==> config.mk <==
export PLATFORM = sky130hd
export DESIGN_NAME = ap_ctrl_hs_driver
export DESIGN_NICKNAME = d
export VERILOG_FILES = /design/src/rtl/ap_ctrl_hs_driver.sv
export SDC_FILE = /design/constraint.sdc
export NUM_CORES = 1
export LEC_CHECK = 0
export ABC_CLOCK_PERIOD_IN_PS = 11950
export CORE_ASPECT_RATIO = 1.5
export CORE_MARGIN = 4
export CORE_UTILIZATION = 54
export CTS_CLUSTER_SIZE = 16
export DETAILED_ROUTE_END_ITERATION = 7
export PLACE_DENSITY_LB_ADDON = 0.1
export SYNTH_ARGS = -nofsm -noshare
export SYNTH_HDL_FRONTEND = slang
export SYNTH_SLANG_ARGS = --single-unit
==> constraint.sdc <==
create_clock -name clock -period 11.95 [get_ports clock]
set_input_delay 2.9875 -clock clock [delete_from_list [all_inputs] [get_ports clock]]
set_output_delay 2.9875 -clock clock [all_outputs]
set_load 0.02 [all_outputs]
==> src/rtl/ap_ctrl_hs_driver.sv <==
// Initiator for the ap_ctrl_hs block-level handshake: issues N starts, tracks per-transaction latency.
// Build option AP_CONTINUE_EN: drive ap_continue from ~stall instead of tying it high.
module ap_ctrl_hs_driver #(
    parameter int unsigned CNT_W           = 16,
    parameter int unsigned LAT_W           = 32,
    parameter int unsigned MAX_OUTSTANDING = 4,
    parameter int unsigned TIMEOUT         = 100000
) (
    input  logic             clock,
    input  logic             reset,
    input  logic             cmd_go,
    input  logic [CNT_W-1:0] cmd_count,
    input  logic             stall,
    input  logic             ap_ready,
    input  logic             ap_done,
    output logic             ap_start,
    output logic             ap_continue,
    output logic             busy,
    output logic             run_done,
    output logic             timeout_err,
    output logic             proto_err,
    output logic [CNT_W-1:0] issued,
    output logic [CNT_W-1:0] completed,
    output logic [LAT_W-1:0] lat_last,
    output logic [LAT_W-1:0] lat_min,
    output logic [LAT_W-1:0] lat_max
);

    localparam int unsigned PTR_W = (MAX_OUTSTANDING > 1) ? $clog2(MAX_OUTSTANDING) : 1;
    localparam int unsigned OCC_W = $clog2(MAX_OUTSTANDING + 1);
    localparam int unsigned TMO_W = $clog2(TIMEOUT + 1);

    localparam logic [1:0] S_IDLE  = 2'd0;
    localparam logic [1:0] S_RUN   = 2'd1;
    localparam logic [1:0] S_DRAIN = 2'd2;
    localparam logic [1:0] S_ABORT = 2'd3;

    logic [1:0]       state_q, state_d;
    logic [LAT_W-1:0] cyc_q, cyc_d;
    logic [CNT_W-1:0] count_q, count_d;
    logic [CNT_W-1:0] issued_q, issued_d;
    logic [CNT_W-1:0] completed_q, completed_d;
    logic [LAT_W-1:0] lat_last_q, lat_last_d;
    logic [LAT_W-1:0] lat_min_q, lat_min_d;
    logic [LAT_W-1:0] lat_max_q, lat_max_d;
    logic [OCC_W-1:0] occ_q, occ_d;
    logic [PTR_W-1:0] wr_ptr_q, wr_ptr_d;
    logic [PTR_W-1:0] rd_ptr_q, rd_ptr_d;
    logic [LAT_W-1:0] fifo_q [MAX_OUTSTANDING];
    logic [LAT_W-1:0] fifo_d [MAX_OUTSTANDING];
    logic [TMO_W-1:0] tmo_q, tmo_d;
    logic             ap_start_q, ap_start_d;
    logic             busy_q, busy_d;
    logic             run_done_q, run_done_d;
    logic             timeout_err_q, timeout_err_d;
    logic             proto_err_q, proto_err_d;

    logic             cont;
    logic             push;
    logic             pop;
    logic             bad_done;
    logic             bad_ready;
    logic             tmo_hit;
    logic [LAT_W-1:0] lat_now;

`ifdef AP_CONTINUE_EN
    logic ap_continue_q;

    always_ff @(posedge clock or posedge reset) begin
        if (reset) begin
            ap_continue_q <= 1'b0;
        end else begin
            ap_continue_q <= ~stall;
        end
    end

    assign cont = ap_continue_q;
`else
    // stall has no effect in this build; the port stays for a uniform pinout.
    logic unused_stall;
    assign unused_stall = stall;
    assign cont         = 1'b1;
`endif

    function automatic logic [PTR_W-1:0] ptr_inc(input logic [PTR_W-1:0] p);
        if (p == PTR_W'(MAX_OUTSTANDING - 1)) begin
            return '0;
        end
        return p + PTR_W'(1);
    endfunction

    // Completion is only legal with work outstanding; ABORT discards whatever is left.
    assign push      = ap_start_q && ap_ready;
    assign pop       = ap_done && cont && (occ_q != '0) && (state_q != S_ABORT);
    assign bad_done  = ap_done && cont && (occ_q == '0);
    assign bad_ready = ap_ready && !ap_start_q;
    assign lat_now   = cyc_q - fifo_q[rd_ptr_q];

    always_comb begin
        state_d       = state_q;
        cyc_d         = cyc_q + LAT_W'(1);
        count_d       = count_q;
        issued_d      = issued_q;
        completed_d   = completed_q;
        lat_last_d    = lat_last_q;
        lat_min_d     = lat_min_q;
        lat_max_d     = lat_max_q;
        occ_d         = occ_q;
        wr_ptr_d      = wr_ptr_q;
        rd_ptr_d      = rd_ptr_q;
        fifo_d        = fifo_q;
        tmo_d         = tmo_q;
        timeout_err_d = timeout_err_q;
        proto_err_d   = proto_err_q;
        run_done_d    = 1'b0;
        tmo_hit       = 1'b0;

        if (push) begin
            fifo_d[wr_ptr_q] = cyc_q;
            wr_ptr_d         = ptr_inc(wr_ptr_q);
            issued_d         = issued_q + CNT_W'(1);
        end

        if (pop) begin
            rd_ptr_d    = ptr_inc(rd_ptr_q);
            completed_d = completed_q + CNT_W'(1);
            lat_last_d  = lat_now;
            if (lat_now < lat_min_q) begin
                lat_min_d = lat_now;
            end
            if (lat_now > lat_max_q) begin
                lat_max_d = lat_now;
            end
        end

        // A simultaneous push and pop leave occupancy unchanged, even when full.
        occ_d = occ_q + OCC_W'(push) - OCC_W'(pop);

        if (pop || (occ_q == '0)) begin
            tmo_d = '0;
        end else begin
            tmo_d = tmo_q + TMO_W'(1);
        end
        tmo_hit = (tmo_d == TMO_W'(TIMEOUT));

        if (bad_done || bad_ready) begin
            proto_err_d = 1'b1;
        end

        case (state_q)
            S_IDLE: begin
                if (cmd_go) begin
                    count_d       = cmd_count;
                    issued_d      = '0;
                    completed_d   = '0;
                    lat_last_d    = '0;
                    lat_min_d     = '1;
                    lat_max_d     = '0;
                    timeout_err_d = 1'b0;
                    proto_err_d   = 1'b0;
                    if (cmd_count == '0) begin
                        run_done_d = 1'b1;
                    end else begin
                        state_d = S_RUN;
                    end
                end
            end
            S_RUN: begin
                if (tmo_hit) begin
                    state_d       = S_ABORT;
                    timeout_err_d = 1'b1;
                end else if (issued_d == count_q) begin
                    state_d = S_DRAIN;
                end
            end
            S_DRAIN: begin
                if (tmo_hit) begin
                    state_d       = S_ABORT;
                    timeout_err_d = 1'b1;
                end else if (completed_d == count_q) begin
                    state_d    = S_IDLE;
                    run_done_d = 1'b1;
                end
            end
            S_ABORT: begin
                state_d    = S_IDLE;
                run_done_d = 1'b1;
                occ_d      = '0;
                wr_ptr_d   = '0;
                rd_ptr_d   = '0;
                tmo_d      = '0;
            end
            default: begin
                state_d = S_IDLE;
            end
        endcase

        // Evaluated on next-state values so ap_start drops on the final or capping accept edge.
        ap_start_d = (state_d == S_RUN) && (issued_d < count_d)
                     && (occ_d < OCC_W'(MAX_OUTSTANDING));
        busy_d     = (state_d == S_RUN) || (state_d == S_DRAIN);
    end

    always_ff @(posedge clock or posedge reset) begin
        if (reset) begin
            state_q       <= S_IDLE;
            cyc_q         <= '0;
            count_q       <= '0;
            issued_q      <= '0;
            completed_q   <= '0;
            lat_last_q    <= '0;
            lat_min_q     <= '1;
            lat_max_q     <= '0;
            occ_q         <= '0;
            wr_ptr_q      <= '0;
            rd_ptr_q      <= '0;
            tmo_q         <= '0;
            ap_start_q    <= 1'b0;
            busy_q        <= 1'b0;
            run_done_q    <= 1'b0;
            timeout_err_q <= 1'b0;
            proto_err_q   <= 1'b0;
            for (int i = 0; i < MAX_OUTSTANDING; i++) begin
                fifo_q[i] <= '0;
            end
        end else begin
            state_q       <= state_d;
            cyc_q         <= cyc_d;
            count_q       <= count_d;
            issued_q      <= issued_d;
            completed_q   <= completed_d;
            lat_last_q    <= lat_last_d;
            lat_min_q     <= lat_min_d;
            lat_max_q     <= lat_max_d;
            occ_q         <= occ_d;
            wr_ptr_q      <= wr_ptr_d;
            rd_ptr_q      <= rd_ptr_d;
            tmo_q         <= tmo_d;
            ap_start_q    <= ap_start_d;
            busy_q        <= busy_d;
            run_done_q    <= run_done_d;
            timeout_err_q <= timeout_err_d;
            proto_err_q   <= proto_err_d;
            fifo_q        <= fifo_d;
        end
    end

`ifdef AP_CONTINUE_EN
    assign ap_continue = ap_continue_q;
`else
    assign ap_continue = 1'b1;
`endif
    assign ap_start    = ap_start_q;
    assign busy        = busy_q;
    assign run_done    = run_done_q;
    assign timeout_err = timeout_err_q;
    assign proto_err   = proto_err_q;
    assign issued      = issued_q;
    assign completed   = completed_q;
    assign lat_last    = lat_last_q;
    assign lat_min     = lat_min_q;
    assign lat_max     = lat_max_q;

endmodule

* Word level (Yosys, flattened, before mapping) *
Index checks and enable logic that the tools add are counted.

word-level totals
  word-level logic and storage cells = 131
  flip-flop bits (word level) = 335
  input port bits = 22
  output and inout bits = 134

cells by class
  bitwise logic cells = 2
  $add $sub $neg = 9
  equal/unequal tests = 13
  multiplexer cells = 58
  reductions and logical operators = 21
  magnitude comparators = 7

operators with widths
  operator                                                         number
  32-bit 2-to-1 mux                                                14
  128-bit bitwise mux                                              1
  16-bit 2-to-1 mux                                                8
  32-bit binary-select mux with 2-bit select                       1
  32-bit demux with 2-bit select                                   1
  17-bit 2-to-1 mux                                                2
  16-bit by 1-bit adder with 16-bit output, second input constant  2
  32-bit by 1-bit adder with 32-bit output, second input constant  1
  16-bit == test                                                   2
  32-bit > comparator                                              1
  32-bit < comparator                                              1
  32-bit subtractor                                                1
  2-bit 2-to-1 mux                                                 14
  17-bit by 1-bit adder with 17-bit output, second input constant  1
  17-bit == test, second input constant                            1
  16-bit logical NOT                                               1
  16-bit < comparator                                              1
  1-bit 2-to-1 mux                                                 13
  2-bit == test, second input constant                             5
  1-bit logical AND                                                8
  2-bit case mux with 4 select lines                               1
  3-bit >= comparator, second input constant                       2
  2-bit NOT with 3-bit output                                      2
  2-bit nonzero test                                               3
  18 further kinds                                                 23

* Longest topological paths before layout *
  depth after elaboration = 11
  gate-level depth with buffers = 26
  depth with buffers taken out = 21

* Worst setup path before layout *
No wires, ideal clock.

  kind = register to register
  start = register rd_ptr_q[0]
  end = register lat_max_q[17], in the netlist lat_max[17]
  arrival time = 5609 ps
  path slack = 6209 ps
  library setup time = 132 ps
  path buffers = 5
  stages on the path, launching flop included = 25
  path through = dfrtp_1 -> clkbuf_1 -> buf_1 -> mux4_2 -> inv_1 -> ha_1 -> clkbuf_1 -> a2111o_1 -> o22ai_1 -> nand3b_1 -> o2111a_1 -> nor2_1 -> xor2_1 -> inv_1 -> ha_1 -> nand4_1 -> nor2_1 -> nand3_1 -> or3_1 -> o221a_2 -> nor2_1 -> buf_2 -> buf_2 -> mux2i_1 -> nor2_1

between the ends
  cells in the longest elaborated chain, start to end = 10

ends and longest elaborated chain
  item                                                    RTL line  RTL
  start: declaration                                      48        logic [PTR_W-1:0] rd_ptr_q, rd_ptr_d;
  start signal: assignment                                237       rd_ptr_q <= rd_ptr_d;
  2-bit NOT with 3-bit output (implied by the code) *     97        assign lat_now = cyc_q - fifo_q[rd_ptr_q];
  32-bit binary-select mux with 2-bit select *            97
  32-bit 2-to-1 mux (implied by the code) * (2 in a row)  97
  32-bit subtractor *                                     97
  32-bit > comparator                                     131       if (lat_now > lat_max_q) begin
  32-bit 2-to-1 mux *                                     131
  32-bit 2-to-1 mux *                                     124       if (pop) begin
  32-bit 2-to-1 mux                                       152       if (cmd_go) begin
  32-bit 2-to-1 mux *                                     150       case (state_q)
  via lat_max_d[17]                                       45        logic [LAT_W-1:0] lat_max_q, lat_max_d;
  end signal: assignment                                  234       lat_max_q <= lat_max_d;
  end: declaration                                        45

The timed path passes the listed nets; every way through them passes the cells marked *. The select of a mux whose other input is x is not followed.
A chain may end at the register's enable or synchronous reset.

* Worst setup path in the final report *
  start = input ap_done
  end = register ap_start_q, in the netlist ap_start

between the ends
  cells in the longest elaborated chain, start to end = 10
  elaborated cells between the ends (all ways) = 17
  classes of those cells = add/sub (1); order compare (1); eq/ne (3); mux (7); reduce/logical (5)

ends and longest elaborated chain
  item                                                          RTL line  RTL
  start: declaration                                            15        input logic ap_done,
  1-bit logical AND * (2 in a row)                              94        assign pop = ap_done && cont && (occ_q != '0) && (state_q != S_ABORT);
  16-bit 2-to-1 mux / 1-bit logical OR (equally long branches)  124, 139
  16-bit == test / 17-bit 2-to-1 mux (equally long branches)    180, 139
  2-bit 2-to-1 mux / 17-bit == test (equally long branches)     180, 144
  2-bit 2-to-1 mux (on tied branches)                           177, 169
  2-bit case mux with 4 select lines                            150
  2-bit by 1-bit == test with 1-bit output                      199       ap_start_d = (state_d == S_RUN) && (issued_d < count_d)
  1-bit logical AND                                             199
  1-bit logical AND *                                           200       && (occ_d < OCC_W'(MAX_OUTSTANDING));
  via ap_start_d                                                52        logic ap_start_q, ap_start_d;
  end signal: assignment                                        239       ap_start_q <= ap_start_d;
  end: declaration                                              52

The timed path passes the listed nets; every way through them passes the cells marked *.

==> results.md <==
* Post-CTS sizing at 0
* Yosys cell types at 76
* GRT Util Overall at 25.1%
* Global-route wire length before repair at ~80,000 um
* Post-route worst setup slack at ~5100 ps
* P per Cell Area at around 250 nW/um^2
* Most common cell after layout, fill and taps aside: dfrtp_1
* Starting density of the core at 55.0%
* Core area at between 30,000 and 40,000 sq um
* GRT overflow at 0
* Worst hold path type: register to register
* Wirelength, routed at 48,900 um
* Final ANT Viol Nets at 0
* Post-Syn Area at just under 20,000 sq um
* Post-synth top area cell: dfrtp_1
* CP startpoint: ap_done
* Worst Reg2Reg Path Length in Cells at 21
* Pwr Total at ~0.0057 W
* Internal reg-to-reg setup slack at 5190 ps
* Worst VDD drop at 0.137 mV
* Initial antenna violation count at 0
* Fin. Hold Viols at 0
* Worst r2r dst: lat_max[7]
* Synth top area cells: dfrtp_1 39%, ha_1 8.1%, mux2_2 7.3%
* Diodes inserted at 0
* Clock Pin Slew Worst Setup and Hold Paths at about 60 ps
* Slew @ Worst Pin at 1160 ps
* Static leakage at 10.6 nW
* Die area at 39,000 sq um
* Ys async rst share at between 90% and 100%
* MaxCap Viol Count at 0
* Outcome: completed
* Average via count per standard cell at 5.81
* Register area share after synthesis at a little over two fifths
* Slew Limit Headroom at a little under a quarter
* Num rows at 84
* Crit path DAT at ~7400 ps
* Nets at about 2,200
* Cts bufs inserted at 36
* Fin crit share at 57.7%
* CP max FO at 7
* Dpl hpwl at between 30,000 and 40,000 um
* Fillcell total at around 2,800
* Worst Skew at about 22 ps
* Syn Nets at ~2,000
* 1st-iter DRT viols at 863
* Die height at 240 um
* Clock sink count at roughly 340
* Vias in the first global route at between 10,000 and 15,000
* Register bit total from synthesis at roughly 340
* Layout area overhead at 16.4%
* Min cycle time layout at between 6000 and 7000 ps
* Cells after Synth at ~1,900
* Die W at roughly 160 um
* Port Buffers at 153
* Avg Inst Size Synth at 10.3 sq um
* Ys flop type: dfrtp_1
* Post-CTS setup buffers at 0
* Post-CTS Hold Buffers at 0
* EDFF count, synth at 0
* Endpoint class of the critical path: register
* Pre-antenna DRT Iters at 5
* Largest net degree at the start of global routing at 140
* RSZ-0062 raised after global routing: no
* Root Driver: clkbuf_16
* Setup TNS at 0 ps
* Startpoint types: input port
* F_max at 145 MHz
* WS Path Type: input port to register
* CP Capture Point: ap_start
* IO Pins at about 160
* Commonest non-fill, non-tap cells in the layout: 301 x dfrtp_1, 177 x nand2_1, 153 x clkdlybuf4s50_1
* Synth top area share at 39.1%
* Max-slew violations at 0
* CTS tree: done
* Gpl congestion at between 0.8 and 0.9
* Max H-tree Level at 2
* Setup-failing EPs final at 0
* Clock Latency Late Sink at ~540 ps
* Post-DR wirelength/cell at around 20 um
* Critical Path RT at around 12,000 ps
* Yosys Warn Count at 0
* Worst-case clock buffer depth at 3
* DRC errors left at 0
* DR vias at 14,500
* Reg2reg start: rd_ptr_q[1]
* Pre-CTS setup slack at approximately 4600 ps
* Share of layout cells above drive strength 1 at about 14%
## through the flow
stage / util [%] / hold WS [ps] / instances / cell area [sq um]
4_1_cts: 64.0 / 483 / 2504 / 22500
3_5_place_dp: 60.6 / 470 / 2443 / 21300
6_report: 64.0 / 486 / 2504 / 22500
3_3_place_gp: 60.6 / 458 / 2443 / 21300
2_1_floorplan: - / 445 / 1886 / 19400
5_1_grt: 64.0 / 510 / 2504 / 22500
## synth_stat cells, types with 14 or more instances
| library cell | count |
|---|---|
| buf_1 | 23 |
| dfrtp_1 | 303 |
| nand3_1 | 53 |
| mux2i_1 | 59 |
| dfstp_2 | 32 |
| mux2_2 | 126 |
| nor4_1 | 18 |
| clkbuf_1 | 54 |
| inv_1 | 147 |
| mux4_2 | 32 |
| ha_1 | 126 |
| o21ai_0 | 57 |
| o211ai_1 | 14 |
| a21o_1 | 19 |
| nor2_1 | 139 |
| and3_1 | 23 |
| xor2_1 | 43 |
| nand4_1 | 40 |
| nor3_1 | 23 |
| xnor2_1 | 80 |
| nand2_1 | 178 |
| a21oi_1 | 105 |
## routing by layer
layer	global-route usage, %	up-vias	routed length [um]
li1	-	6909	-
met2	43.0	378	24300
met4	9.61	0	1860
met5	0	-	0
met1	33.0	7156	20500
met3	2.95	97	2300
## cells by family (layout without fill, tap and decap cells)
| kind of cell | Yosys count | in the layout | share of synthesized area [%] |
|---|---|---|---|
| flip-flops | 335 | 335 | 43.5 |
| AO/OA/AOI/OAI | 300 | 300 | 10.1 |
| adder cells (fa/ha/maj) | 129 | 129 | 8.40 |
| other | 1 | 1 | 0.0194 |
| multiplexers | 217 | 217 | 14.1 |
| XOR/XNOR | 127 | 127 | 6.03 |
| buffers and inverters | 233 | 378 | 4.59 |
| AND/OR/NAND/NOR | 544 | 544 | 13.3 |
## cell type report
class / instances / area (sq um) / area share (%)
Tap cell: 473 / 592 / 2.63
Inverter: 147 / 556 / 2.46
Timing Repair Buffer: 170 / 1670 / 7.41
Sequential cell: 335 / 8430 / 37.4
Multi-Input combinational cell: 1318 / 10100 / 44.7
Clock inverter: 18 / 258 / 1.14
Clock buffer: 43 / 967 / 4.29
## registers in the layout, indices dropped and copies added, names as in the netlist, 2 cells and up
name / count
issued: 16
tmo_q: 17
occ_q: 3
count_q: 16
fifo_q: 128
wr_ptr_q: 2
completed: 16
rd_ptr_q: 2
cyc_q: 32
lat_max: 32
lat_min: 32
state_q: 2
lat_last: 32
## worst max-delay path, cell delays in order
cell,delay [ps]
clkdlybuf4s50_1,770
nor2b_1,790
o311ai_0,410
a2111oi_0,470
a311oi_1,110
nor4_1,320
and4_1,350
a211oi_1,130
o31ai_1,250
ha_1,190
nand2b_1,50
a221oi_1,190
o21ai_0,140
a31oi_1,190
## report_power, final
group	switching, W	leakage [nW]	internal [W]
clock network	0.000469	0.599	0.000690
registers	0.000242	4.44	0.00141
logic	0.00168	5.52	0.00122
total	0.00239	10.6	0.00332
## worst min-delay path by stage
stage / start / end / slack (ps) / depth (start not counted)
3_5_place_dp: fifo_q[0] / fifo_q[0] / 470 / 2
5_1_grt: fifo_q[32] / fifo_q[32] / 510 / 2
4_1_cts: fifo_q[0] / fifo_q[0] / 480 / 2
6_report: fifo_q[0] / fifo_q[0] / 490 / 2
2_1_floorplan: fifo_q[64] / fifo_q[64] / 440 / 2
3_3_place_gp: fifo_q[96] / fifo_q[96] / 460 / 2
Power figures use the tool's default switching activity.
